===== config.mk =====
export PLATFORM = sky130hd
export DESIGN_NAME = wb_arbiter_flat
export DESIGN_NICKNAME = d
export VERILOG_FILES = /design/src/rtl/wb_arbiter_if.sv /design/src/rtl/wb_arbiter.sv /design/src/flat_wrapper.sv
export SDC_FILE = /design/constraint.sdc
export NUM_CORES = 1
export LEC_CHECK = 0
export ABC_CLOCK_PERIOD_IN_PS = 6100
export CORE_MARGIN = 3
export CORE_UTILIZATION = 35
export CTS_BUF_LIST = sky130_fd_sc_hd__clkbuf_16
export CTS_CLUSTER_SIZE = 28
export DETAILED_ROUTE_END_ITERATION = 7
export PLACE_DENSITY = 0.71
export SKIP_LAST_GASP = 1
export SLEW_MARGIN = 40
export SYNTH_ARGS = -nofsm -noshare
export SYNTH_HDL_FRONTEND = slang
export SYNTH_SLANG_ARGS = --single-unit

===== constraint.sdc =====
create_clock -name clk -period 6.1 [get_ports clk]
set_input_delay 1.22 -clock clk [delete_from_list [all_inputs] [get_ports clk]]
set_output_delay 1.22 -clock clk [all_outputs]
set_load 0.05 [all_outputs]

===== src/rtl/wb_arbiter_if.sv =====
// Bus bundle between the WB stage, the multi-cycle unit, the ID stage and the
// write-back arbiter that owns the register file write port.
interface wb_arbiter_if;
    logic        pipe_we;
    logic [4:0]  pipe_waddr;
    logic [31:0] pipe_wdata;
    logic        mc_valid;
    logic [4:0]  mc_waddr;
    logic [31:0] mc_wdata;
    logic        mc_ready;
    logic        iss_valid;
    logic [4:0]  iss_waddr;
    logic        re1;
    logic        re2;
    logic [4:0]  raddr1;
    logic [4:0]  raddr2;
    logic        id_we;
    logic [4:0]  id_waddr;
    logic        we;
    logic [4:0]  waddr;
    logic [31:0] wdata;
    logic        stall;
    logic        pipe_hold;

    modport slave (
        input  pipe_we, pipe_waddr, pipe_wdata,
        input  mc_valid, mc_waddr, mc_wdata,
        output mc_ready,
        input  iss_valid, iss_waddr,
        input  re1, re2, raddr1, raddr2, id_we, id_waddr,
        output we, waddr, wdata, stall, pipe_hold
    );

    modport master (
        output pipe_we, pipe_waddr, pipe_wdata,
        output mc_valid, mc_waddr, mc_wdata,
        input  mc_ready,
        output iss_valid, iss_waddr,
        output re1, re2, raddr1, raddr2, id_we, id_waddr,
        input  we, waddr, wdata, stall, pipe_hold
    );
endinterface


===== src/rtl/wb_arbiter.sv =====
// Write-back arbiter: pipeline writes win the register file port, multi-cycle
// results wait in a 2-entry FIFO with an age-based anti-starvation hold and a busy scoreboard.
module wb_arbiter (
    input  logic         clk,
    input  logic         rst,
    wb_arbiter_if.slave  bus
);

    logic [4:0]  fifo_addr_r [2];
    logic [31:0] fifo_data_r [2];
    logic        rd_ptr_r;
    logic [1:0]  count_r;
    logic [1:0]  age_r;
    logic        pipe_hold_r;
    logic [31:0] busy_r;

    logic        head_valid_s;
    logic [4:0]  head_addr_s;
    logic [31:0] head_data_s;
    logic        sel_head_s;
    logic        sel_pipe_s;
    logic        push_s;
    logic        pop_s;
    logic        wr_ptr_s;
    logic        head_write_s;
    logic        mc_ready_s;
    logic        we_s;
    logic [4:0]  waddr_s;
    logic [31:0] wdata_s;
    logic        stall_s;
    logic [31:0] release_mask_s;
    logic [31:0] busy_eff_s;
    logic [31:0] busy_nxt_s;
    logic [1:0]  age_nxt_s;
    logic        hold_nxt_s;

    function automatic logic [31:0] dec32(input logic [4:0] a);
        dec32 = 32'd1 << a;
    endfunction

    // Port selection, FIFO handshake and register file write data.
    always_comb begin
        head_valid_s = (count_r != 2'd0);
        head_addr_s  = fifo_addr_r[rd_ptr_r];
        head_data_s  = fifo_data_r[rd_ptr_r];
        sel_head_s   = head_valid_s & (pipe_hold_r | ~bus.pipe_we);
        sel_pipe_s   = ~sel_head_s & bus.pipe_we;
        pop_s        = sel_head_s;
        mc_ready_s   = (count_r < 2'd2) & ~rst;
        push_s       = bus.mc_valid & mc_ready_s;
        wr_ptr_s     = rd_ptr_r ^ count_r[0];
        head_write_s = sel_head_s & (head_addr_s != 5'd0);
        we_s         = 1'b0;
        waddr_s      = 5'd0;
        wdata_s      = 32'd0;
        if (~rst & head_write_s) begin
            we_s    = 1'b1;
            waddr_s = head_addr_s;
            wdata_s = head_data_s;
        end else if (~rst & sel_pipe_s & (bus.pipe_waddr != 5'd0)) begin
            we_s    = 1'b1;
            waddr_s = bus.pipe_waddr;
            wdata_s = bus.pipe_wdata;
        end else begin
            we_s    = 1'b0;
        end
    end

    // Scoreboard, stall generation and head age tracking.
    always_comb begin
        release_mask_s = head_write_s ? dec32(head_addr_s) : 32'd0;
        busy_eff_s     = busy_r & ~release_mask_s;
        stall_s        = ~rst & ((bus.re1 & busy_eff_s[bus.raddr1]) |
                                 (bus.re2 & busy_eff_s[bus.raddr2]) |
                                 (bus.id_we & busy_eff_s[bus.id_waddr]) |
                                 pipe_hold_r);
        busy_nxt_s     = busy_r & ~release_mask_s;
        if (bus.iss_valid & (bus.iss_waddr != 5'd0)) begin
            busy_nxt_s = busy_nxt_s | dec32(bus.iss_waddr);
        end else begin
            busy_nxt_s = busy_nxt_s;
        end
        busy_nxt_s[0]  = 1'b0;
        if (~head_valid_s | pop_s) begin
            age_nxt_s = 2'd0;
        end else if (age_r == 2'd3) begin
            age_nxt_s = 2'd3;
        end else begin
            age_nxt_s = age_r + 2'd1;
        end
        // Hold is raised on the edge where the head completes its third blocked cycle.
        hold_nxt_s = head_valid_s & ~pop_s & (age_nxt_s == 2'd3);
    end

    // State registers; queued results are discarded by reset.
    always_ff @(posedge clk or posedge rst) begin
        if (rst) begin
            fifo_addr_r[0] <= 5'd0;
            fifo_addr_r[1] <= 5'd0;
            fifo_data_r[0] <= 32'd0;
            fifo_data_r[1] <= 32'd0;
            rd_ptr_r       <= 1'b0;
            count_r        <= 2'd0;
            age_r          <= 2'd0;
            pipe_hold_r    <= 1'b0;
            busy_r         <= 32'd0;
        end else begin
            if (push_s) begin
                fifo_addr_r[wr_ptr_s] <= bus.mc_waddr;
                fifo_data_r[wr_ptr_s] <= bus.mc_wdata;
            end
            if (pop_s) begin
                rd_ptr_r <= ~rd_ptr_r;
            end
            count_r     <= count_r + {1'b0, push_s} - {1'b0, pop_s};
            age_r       <= age_nxt_s;
            pipe_hold_r <= hold_nxt_s;
            busy_r      <= busy_nxt_s;
        end
    end

    assign bus.mc_ready  = mc_ready_s;
    assign bus.we        = we_s;
    assign bus.waddr     = waddr_s;
    assign bus.wdata     = wdata_s;
    assign bus.stall     = stall_s;
    assign bus.pipe_hold = pipe_hold_r;

endmodule


===== src/flat_wrapper.sv =====
// flat-port wrapper written by rule: the top's interface ports become plain ports
module wb_arbiter_flat 
  (clk, rst, bus_pipe_we, bus_pipe_waddr, bus_pipe_wdata, bus_mc_valid, bus_mc_waddr, bus_mc_wdata, bus_mc_ready, bus_iss_valid, bus_iss_waddr, bus_re1, bus_re2, bus_raddr1, bus_raddr2, bus_id_we, bus_id_waddr, bus_we, bus_waddr, bus_wdata, bus_stall, bus_pipe_hold);
  wb_arbiter_if bus_i ();
  input  logic clk;
  input  logic rst;
  input wire logic [$bits(bus_i.pipe_we)-1:0] bus_pipe_we;
  input wire logic [$bits(bus_i.pipe_waddr)-1:0] bus_pipe_waddr;
  input wire logic [$bits(bus_i.pipe_wdata)-1:0] bus_pipe_wdata;
  input wire logic [$bits(bus_i.mc_valid)-1:0] bus_mc_valid;
  input wire logic [$bits(bus_i.mc_waddr)-1:0] bus_mc_waddr;
  input wire logic [$bits(bus_i.mc_wdata)-1:0] bus_mc_wdata;
  output wire logic [$bits(bus_i.mc_ready)-1:0] bus_mc_ready;
  input wire logic [$bits(bus_i.iss_valid)-1:0] bus_iss_valid;
  input wire logic [$bits(bus_i.iss_waddr)-1:0] bus_iss_waddr;
  input wire logic [$bits(bus_i.re1)-1:0] bus_re1;
  input wire logic [$bits(bus_i.re2)-1:0] bus_re2;
  input wire logic [$bits(bus_i.raddr1)-1:0] bus_raddr1;
  input wire logic [$bits(bus_i.raddr2)-1:0] bus_raddr2;
  input wire logic [$bits(bus_i.id_we)-1:0] bus_id_we;
  input wire logic [$bits(bus_i.id_waddr)-1:0] bus_id_waddr;
  output wire logic [$bits(bus_i.we)-1:0] bus_we;
  output wire logic [$bits(bus_i.waddr)-1:0] bus_waddr;
  output wire logic [$bits(bus_i.wdata)-1:0] bus_wdata;
  output wire logic [$bits(bus_i.stall)-1:0] bus_stall;
  output wire logic [$bits(bus_i.pipe_hold)-1:0] bus_pipe_hold;
  assign bus_i.pipe_we = bus_pipe_we;
  assign bus_i.pipe_waddr = bus_pipe_waddr;
  assign bus_i.pipe_wdata = bus_pipe_wdata;
  assign bus_i.mc_valid = bus_mc_valid;
  assign bus_i.mc_waddr = bus_mc_waddr;
  assign bus_i.mc_wdata = bus_mc_wdata;
  assign bus_mc_ready = bus_i.mc_ready;
  assign bus_i.iss_valid = bus_iss_valid;
  assign bus_i.iss_waddr = bus_iss_waddr;
  assign bus_i.re1 = bus_re1;
  assign bus_i.re2 = bus_re2;
  assign bus_i.raddr1 = bus_raddr1;
  assign bus_i.raddr2 = bus_raddr2;
  assign bus_i.id_we = bus_id_we;
  assign bus_i.id_waddr = bus_id_waddr;
  assign bus_we = bus_i.we;
  assign bus_waddr = bus_i.waddr;
  assign bus_wdata = bus_i.wdata;
  assign bus_stall = bus_i.stall;
  assign bus_pipe_hold = bus_i.pipe_hold;
  wb_arbiter u_core (.clk(clk), .rst(rst), .bus(bus_i));
endmodule

==> impl_metrics.yaml, run 1 <==
run_status:
  outcome: "completed"
synth:
  synth_nets: 697
  yosys_warnings: 0
  synth.avg_cell_area_um2: 10.7
  synthFlopType: "dfrtp_1"
  ys_top_cells_by_area: "dfrtp_1, mux2_2, mux2i_1"
  ys_types: 59
  synth_seq_area_share: 0.439
  syn_area_um2: 6330
  ys_async_sr_fraction: 1.00
  synth_area_leader_cell: "dfrtp_1"
  ys_ff_latch: 111
  synthCells: 593
  synth_edf_count: 0
  synth_top_area_share: 0.439
place:
  dp_slack_ps: 598
  hpwl_mm: 12.8
  portBuffers: 142
  placed_area_um2: 7980
  gp_congestion: 0.902
  dp_cells: 936
worst_hold_path:
  hold_path_class: "register to register"
  hold_depth: 1
  min-delay-start: "u_core.fifo_data_r[4]$_DFFE_PP0P_"
  min_to: "u_core.fifo_data_r[4]$_DFFE_PP0P_"
worst_setup_path:
  r2r_slack_ps: 3220
  rr_endpoint: "u_core.busy_r[28]$_DFF_PP0_"
  worstPathArrival_ps: 4260
  rr_startpoint: "u_core.rd_ptr_r$_DFFE_PP0P_"
  reg2reg_depth: 5
  crit_path_start_kind: "primary input"
  cp.required_ps: 4880
  end_kind: "primary output"
  crit_type: "primary input to primary output"
  crit_fanout: 18
pwr:
  power_density_nw_per_um2: 469
  p_leak_nw: 3.30
  ir_drop_mv: 0.201
timing:
  skew_ps: 9.91
  clock.fmax_ghz: 0.182
  hold_viol: 0
  min_period_ps: 5480
  worstMarginPinSlew_ps: 757
  finalSetupViolations: 0
  hold_ws_ps: 508
  finalMaxSlewViolations: 0
  postLayoutSetupSlackWorst_ps: 616
  rsz0062_at_grt: "false"
  finalCritPeriodShare: 0.899
  final.setup.tns_ps: 0
  maxSlewHeadroom: 0.481
floorplan:
  core_um2: 17500
  die-area_um2: 19700
  initial_core_util: 0.362
  fp.dieH_um: 140
  rows: 48
  fp.dieW_um: 140
  ios: 143
cells_and_area:
  final_common_cell: "clkdlybuf4s50_1"
  fillers: 1641
  insertedDiodeCount: 0
  area_growth_pct: 31.2
  fin_nets: 826
  fin_cells: 952
  multiInputGateArea_um2: 3400
  layout_common_cells: "clkdlybuf4s50_1, dfrtp_1, mux2_2"
  area.sequential_um2: 2780
  drive_above_1_share: 0.188
  final_area_um2: 8300
global_routing:
  antenna_found_initial: 1
  grt_pass1_wl_mm: 27.9
  grt_pass1_vias: 5296
  grt_usage: 0.175
  grt_start_max_net_pins: 63
  gr-total-overflow: 0
cts:
  cts_buffer_depth: 2
  clk_latency_ps: 360
  cts_made_buffers: 9
  cts_hold_buf: 0
  cts_setup_buffers: 0
  htree_levels: 3
  clock-sinks: 111
  cts_root_buf: "clkbuf_16"
  clkTransAtPathRegs_ps: 70
  cts_tree: "done"
  post_cts_resized: 0
drt:
  drt_iter0_markers: 222
  dr.pass1.iters: 5
  drc: 0
  highest_layer: "met5"
  final_antenna_net_count: 0
  via_per_inst: 5.50
  wl_mm: 17.2
  met3_length_mm: 1.27
  drt-met1-wl_mm: 7.66
  routedWlPerCell_um: 18.1
  via_count: 5232
  wl_met2_mm: 7.96
flow_run:
  max_cap_violations: 0
[cells by family after synthesis]
family,count (synthesis),synth area share
multiplexers,132,0.245
AO/OA/AOI/OAI,146,0.152
flip-flops,111,0.439
adder cells (fa/ha/maj),2,0.00395
XOR/XNOR,5,0.00692
AND/OR/NAND/NOR,155,0.124
buffers and inverters,42,0.0297
[synth_stat cells (all sizes together), types with 4 or more instances]
master and n:
a31oi 5, nand2b 11, and3b 5, nor2 29, clkbuf 24, nor3 8, o21bai 4, o2111ai 4
nand2 57, o21ai 76, o22ai 4, mux2i 45, buf 10, a21oi 7, o211ai 8, dfrtp 111
o31ai 4, a211oi 7, mux2 77, nand3 9, nor3b 10, mux4 10, xnor2 5, inv 7
nor2b 6, o41ai 12
[metal layers]
| metal | track usage | up-vias |
|---|---|---|
| met5 | 0 | - |
| met4 | 0.0663 | 2 |
| met3 | 0.0437 | 23 |
| met2 | 0.275 | 197 |
| met1 | 0.233 | 2536 |
| li1 | - | 2474 |
[sequential cells by signal, summed over array words and instances, names as in the netlist]
signal and flops:
u_core.count_r 2, u_core.fifo_data_r 64, u_core.bus.pipe_hold 1, u_core.fifo_addr_r 10, u_core.rd_ptr_r 1, u_core.age_r 2, u_core.busy_r 31
[report_power, final]
group / switching, mW / total, mW / internal [mW]
sequential: 0.234 / 1.34 / 1.10
clock: 0.313 / 0.611 / 0.299
combinational: 1.09 / 1.95 / 0.856
[worst max path at each step]
stage                            from       endpoint  slack, ps  depth (start not counted)
after CTS                 bus_pipe_we      bus_stall        560                         10
after global placement    bus_pipe_we      bus_stall        730                         10
after floorplan                   rst  bus_wdata[10]        580                          4
final                     bus_pipe_we      bus_stall        620                         10
after detailed placement  bus_pipe_we      bus_stall        600                         10
after global routing      bus_pipe_we      bus_stall        390                         10
[area by class of cell]
type	count	area share
Clock inverter	7	0.0107
Timing Repair Buffer	152	0.180
Clock buffer	9	0.0271
Sequential cell	111	0.335
Tap cell	225	0.0339
Inverter	8	0.00407
Multi-Input combinational cell	440	0.410
[through the flow]
step	power, mW	utilization
after floorplan	2.70	-
after global placement	3.23	0.455
after detailed placement	3.29	0.457
after CTS	3.91	0.475
after global routing	4.14	0.475
final	3.89	0.475
[worst max-delay path, stage by stage]
cell	delay (ps)
clkdlybuf4s50_1	490
nand2b_1	300
nand2_2	300
o41ai_1	710
mux4_2	360
nor2_1	40
nor4_1	290
o22a_1	200
a41oi_1	130
buf_4	220
(Power assumes the default switching activity.)
==> inputs of run 2 (changes only) <==
- ABC_AREA: not set -> 1
==> impl_metrics.yaml, run 2 <==
pwr:
  finalPower_mw: 3.77
  ir_drop_mv: 0.185
  power_density_nw_per_um2: 436
  p_leak_nw: 4.08
drt:
  via_per_inst: 5.10
  routedWlPerCell_um: 16.1
  via_count: 6771
  drt_iter0_markers: 723
  final_antenna_net_count: 0
  dr.pass1.iters: 5
  wl_mm: 21.4
  drc: 0
worst_setup_path:
  crit_fanout: 14
  worstPathArrival_ps: 3950
  end_kind: "primary output"
  cp.required_ps: 4880
  critPathMaxStageDelay_ps: 420
  critical-path-slowest-cell: "clkdlybuf4s50_1"
  crit_path_start_kind: "primary input"
  reg2reg_depth: 7
  crit_type: "primary input to primary output"
  crit_chain: "clkdlybuf4s50_1 > inv_2 > nor2_1 > nor2_2 > nand2_2 > inv_2 > nand3_1 > nand3_1 > nand3_1 > nand3_1 > nand2_1 > clkinv_1 > nand2_1 > nand2_1 > nand2_1 > nand3_1 > nand2_1 > nor2_1 > nor2_1 > buf_4"
floorplan:
  core_um2: 18900
  fp.dieH_um: 145
  fp.dieW_um: 145
  rows: 50
  initial_core_util: 0.359
  die-area_um2: 21100
  ios: 143
timing:
  clock.fmax_ghz: 0.194
  finalCritPeriodShare: 0.847
  hold_ws_ps: 448
  worstMarginPinSlew_ps: 709
  finalMaxSlewViolations: 0
  finalSetupViolations: 0
  min_period_ps: 5170
  final.setup.tns_ps: 0
  rsz0062_at_grt: "false"
  skew_ps: 7.50
  hold_viol: 0
  maxSlewHeadroom: 0.526
global_routing:
  grt_pass1_vias: 6666
  antenna_found_initial: 1
  groute.layer.met1.usage: 0.277
  grt_most_used_layer: "met2"
  met2_usage: 0.319
  gr-total-overflow: 0
  grt_start_max_net_pins: 75
  grt_pass1_wl_mm: 35.1
  grt_usage: 0.203
  met3_usage: 0.0490
cts:
  cts_made_buffers: 9
  clk_latency_ps: 370
  cts_setup_buffers: 0
  post_cts_resized: 0
  cts_tree: "done"
  htree_levels: 3
  cts_root_buf: "clkbuf_16"
  cts_hold_buf: 0
  cts_buffer_depth: 2
  clock-sinks: 111
  clkTransAtPathRegs_ps: 80
cells_and_area:
  area_growth_pct: 27.8
  final_area_um2: 8660
  layout_common_cells: "nand2_1, nand3_1, o21ai_0"
  final_common_cell: "nand2_1"
  largest_register_ffs: 64
  reg_top3: "u_core.fifo_data_r x64, u_core.busy_r x31, u_core.fifo_addr_r x10"
  insertedDiodeCount: 0
  drive_above_1_share: 0.104
  fin_cells: 1328
  regMostFlops: "u_core.fifo_data_r"
  fin_nets: 1167
synth:
  yosys_warnings: 0
  yosysMostFrequentCell: "nand2_1"
  synth_nets: 1053
  synth_seq_area_share: 0.410
  ys_types: 37
  ys_async_sr_fraction: 1.00
  synth_edf_count: 0
  synthFlopType: "dfrtp_1"
  synth_top_area_share: 0.410
  ys_top_cells_by_area: "dfrtp_1, nand2_1, nand3_1"
  ys_ff_latch: 111
  synth_area_leader_cell: "dfrtp_1"
  synthTopCellsByCount: "nand2_1, nand3_1, o21ai_0, inv_1, dfrtp_1"
  synth.avg_cell_area_um2: 7.14
  syn_area_um2: 6780
  synthCells: 949
worst_hold_path:
  hold_depth: 1
  hold_path_class: "register to register"
place:
  placed_area_um2: 8340
  portBuffers: 142
  gp_congestion: 0.913
  dp_cells: 1312
  hpwl_mm: 15.5
flow_run:
  max_cap_violations: 0
run_status:
  outcome: "completed"
## run 2: final cells by class
class | count | area [µm²]
clock inverters | 7 | 88.8
well taps | 260 | 325
multi-input cells | 668 | 3320
inverters | 122 | 467
flip-flops and latches | 111 | 2780
repair buffers | 151 | 1450
clock buffers | 9 | 225
fillers | 1941 | 10200
## run 2: critical path, delay by kind of cell
kind / cells / cell delay, ps
buffers and inverters: 5 / 980
AND/OR/NAND/NOR: 15 / 1750
## run 2: cells by family (layout without fill, tap and decap cells)
group	Yosys count	in the layout	synth area share
and+or+nand+nor	473	473	0.322
AOI/OAI and AO/OA	189	189	0.159
buffers and inverters	170	289	0.100
DFF	111	111	0.410
xor gates and xnor gates	4	4	0.00517
adders and majority gates	2	2	0.00369
## run 2: routing by layer
metal,up-vias,wire length [µm]
met2,259,9880
met4,2,616
li1,3332,-
met5,-,9
met1,3130,9330
met3,48,1570
## run 2: power by group
part	total, mW	internal [mW]	leakage, nW	switching [mW]
registers	1.35	1.07	1.38	0.284
clock network	0.621	0.299	0.153	0.322
logic	1.80	0.645	2.54	1.15
total	3.77	2.01	4.08	1.76
## run 2: path summary, 6_finish.rpt
path                                                   from                     endpoint  slack (ps)
worst max-delay path                            bus_pipe_we                    bus_stall         930
worst min-delay path              u_core.age_r[0]$_DFF_PP0_    u_core.age_r[0]$_DFF_PP0_         450
worst max register to register  u_core.rd_ptr_r$_DFFE_PP0P_  u_core.busy_r[24]$_DFF_PP0_        3690
worst min register to register    u_core.age_r[0]$_DFF_PP0_    u_core.age_r[0]$_DFF_PP0_         450
max in group asynchronous                               rst   u_core.busy_r[8]$_DFF_PP0_        3460
min in group asynchronous                               rst  u_core.busy_r[30]$_DFF_PP0_        1630
## run 2: stage by stage
| step | util | worst slack (ps) |
|---|---|---|
| floorplan | - | 639 |
| global placement | 0.442 | 726 |
| detailed placement | 0.442 | 712 |
| CTS | 0.458 | 715 |
| global route | 0.458 | 717 |
| finish | 0.458 | 933 |
==> inputs of run 3 (changes only) <==
- ABC_CLOCK_PERIOD_IN_PS: 6100 -> 4900
- PLACE_DENSITY: 0.71 -> 0.68
- clock period: 6.1 -> 4.9 ns (I/O delays scaled with it)
==> impl_metrics.yaml, run 3 (same netlist as run 2, synthesis figures left out) <==
cts:
  cts_hold_buf: 0
  cts_root_buf: "clkbuf_16"
  htree_levels: 3
  cts_buffer_depth: 2
  post_cts_resized: 0
  cts_made_buffers: 9
  clkTransAtPathRegs_ps: 70
  cts_setup_buffers: 0
  clk_latency_ps: 360
  cts_tree: "done"
  clock-sinks: 111
pwr:
  power_density_nw_per_um2: 547
  finalPower_mw: 4.75
  p_leak_nw: 4.14
  ir_drop_mv: 0.232
worst_setup_path:
  worstPathArrival_ps: 3600
  crit_type: "primary input to primary output"
  rr_startpoint: "u_core.rd_ptr_r$_DFFE_PP0P_"
  crit_path_start_kind: "primary input"
  crit_fanout: 14
  end_kind: "primary output"
  rr_endpoint: "u_core.fifo_data_r[25]$_DFFE_PP0P_"
  cp.required_ps: 3920
  r2r_slack_ps: 2600
  reg2reg_depth: 6
cells_and_area:
  drive_above_1_share: 0.122
  multiInputGateArea_um2: 3320
  final_util: 0.459
  fillers: 1957
  area_growth_pct: 28.1
  largest_register_ffs: 64
  area.sequential_um2: 2780
  reg_top3: "u_core.fifo_data_r x64, u_core.busy_r x31, u_core.fifo_addr_r x10"
  layout_common_cells: "nand2_1, nand3_1, inv_1"
  regMostFlops: "u_core.fifo_data_r"
  final_common_cell: "nand2_1"
  fin_nets: 1169
timing:
  worstMarginPinSlew_ps: 672
  skew_ps: 13.9
  finalSetupViolations: 0
  rsz0062_at_grt: "false"
  postLayoutSetupSlackWorst_ps: 324
  finalMaxSlewViolations: 0
  hold_viol: 0
  finalCritPeriodShare: 0.934
  maxSlewHeadroom: 0.551
  min_period_ps: 4580
  final.setup.tns_ps: 0
  clock.fmax_ghz: 0.219
drt:
  wl_mm: 21.1
  via_count: 6814
  final_antenna_net_count: 0
  drt_iter0_markers: 749
  via_per_inst: 5.12
  dr.pass1.iters: 5
  routedWlPerCell_um: 15.9
  drc: 0
worst_hold_path:
  min-delay-start: "u_core.age_r[0]$_DFF_PP0_"
  hold_depth: 1
  hold_path_class: "register to register"
  min_to: "u_core.age_r[0]$_DFF_PP0_"
global_routing:
  grt_pass1_wl_mm: 34.0
  grt_usage: 0.199
  antenna_found_initial: 1
  grt_start_max_net_pins: 75
  grt_pass1_vias: 6416
  gr-total-overflow: 0
place:
  dp_slack_ps: 395
  hpwl_mm: 15.0
  portBuffers: 142
  gp_congestion: 0.897
floorplan:
  ios: 143
  die-area_um2: 21100
  fp.dieH_um: 145
  core_um2: 18900
  initial_core_util: 0.359
  rows: 50
  fp.dieW_um: 145
run_status:
  outcome: "completed"
flow_run:
  max_cap_violations: 0
## run 3: changes by cell type in the layout (fill, tap and decap cells not counted), sizes merged
cell / before / now
diode: 0 / 1
bufinv: 0 / 2
inv: 123 / 120
clkinv: 5 / 6
buf: 26 / 48
clkdlybuf4s50: 125 / 105
## run 3: power breakdown
part / internal, mW / switching [mW] / total [mW] / leakage [nW]
Clock: 0.461 / 0.370 / 0.831 / 0.169
Sequential: 1.33 / 0.289 / 1.62 / 1.38
Combinational: 0.806 / 1.49 / 2.30 / 2.59
## run 3: layer usage
layer	part of all wire	routed length, µm	global-route usage
met5	0	0	0
met4	0.028	587	0.0774
met3	0.077	1620	0.0375
met2	0.46	9640	0.308
met1	0.44	9260	0.278
## run 3: worst max-delay path, cell delays in order
cell             delay (ps)
clkdlybuf4s50_1         440
inv_2                    90
nor2_1                   60
nor2_2                  270
nand2_2                 100
inv_2                   210
nand3_1                 180
nand3_1                 120
nand3_1                  80
nand3_1                  80
nand2_1                  60
clkinv_1                 40
nand2_1                  40
nand2_1                  60
nand2_1                  50
nand3_1                  70
nand2_1                  70
nor2_1                  290
nor2_1                  130
buf_12                  170
## run 3: stage by stage
step,instances,hold WS [ps],area [µm²]
after global routing,1331,481,8680
final,1331,446,8680
after CTS,1330,450,8680
after detailed placement,1314,438,8340
after global placement,1314,435,8330
after floorplan,949,418,6780
## run 3: area by class of cell
cell class | count | area share
diodes | 1 | 0.000288
well taps | 260 | 0.0375
multi-input cells | 668 | 0.383
repair buffers | 153 | 0.166
inverters | 122 | 0.0538
flip-flops and latches | 111 | 0.320
clock inverters | 7 | 0.0134
clock buffers | 9 | 0.0259
## run 3: worst max path at each step
| stage | startpoint | endpoint | slack [ps] | depth (start not counted) |
|---|---|---|---|---|
| after global placement | bus_pipe_we | bus_stall | 380 | 20 |
| final | bus_pipe_we | bus_stall | 320 | 20 |
| after floorplan | rst | bus_waddr[1] | 1 | 6 |
| after detailed placement | bus_pipe_we | bus_stall | 390 | 20 |
| after global routing | bus_pipe_we | bus_stall | 20 | 20 |
| after CTS | bus_pipe_we | bus_stall | 380 | 20 |
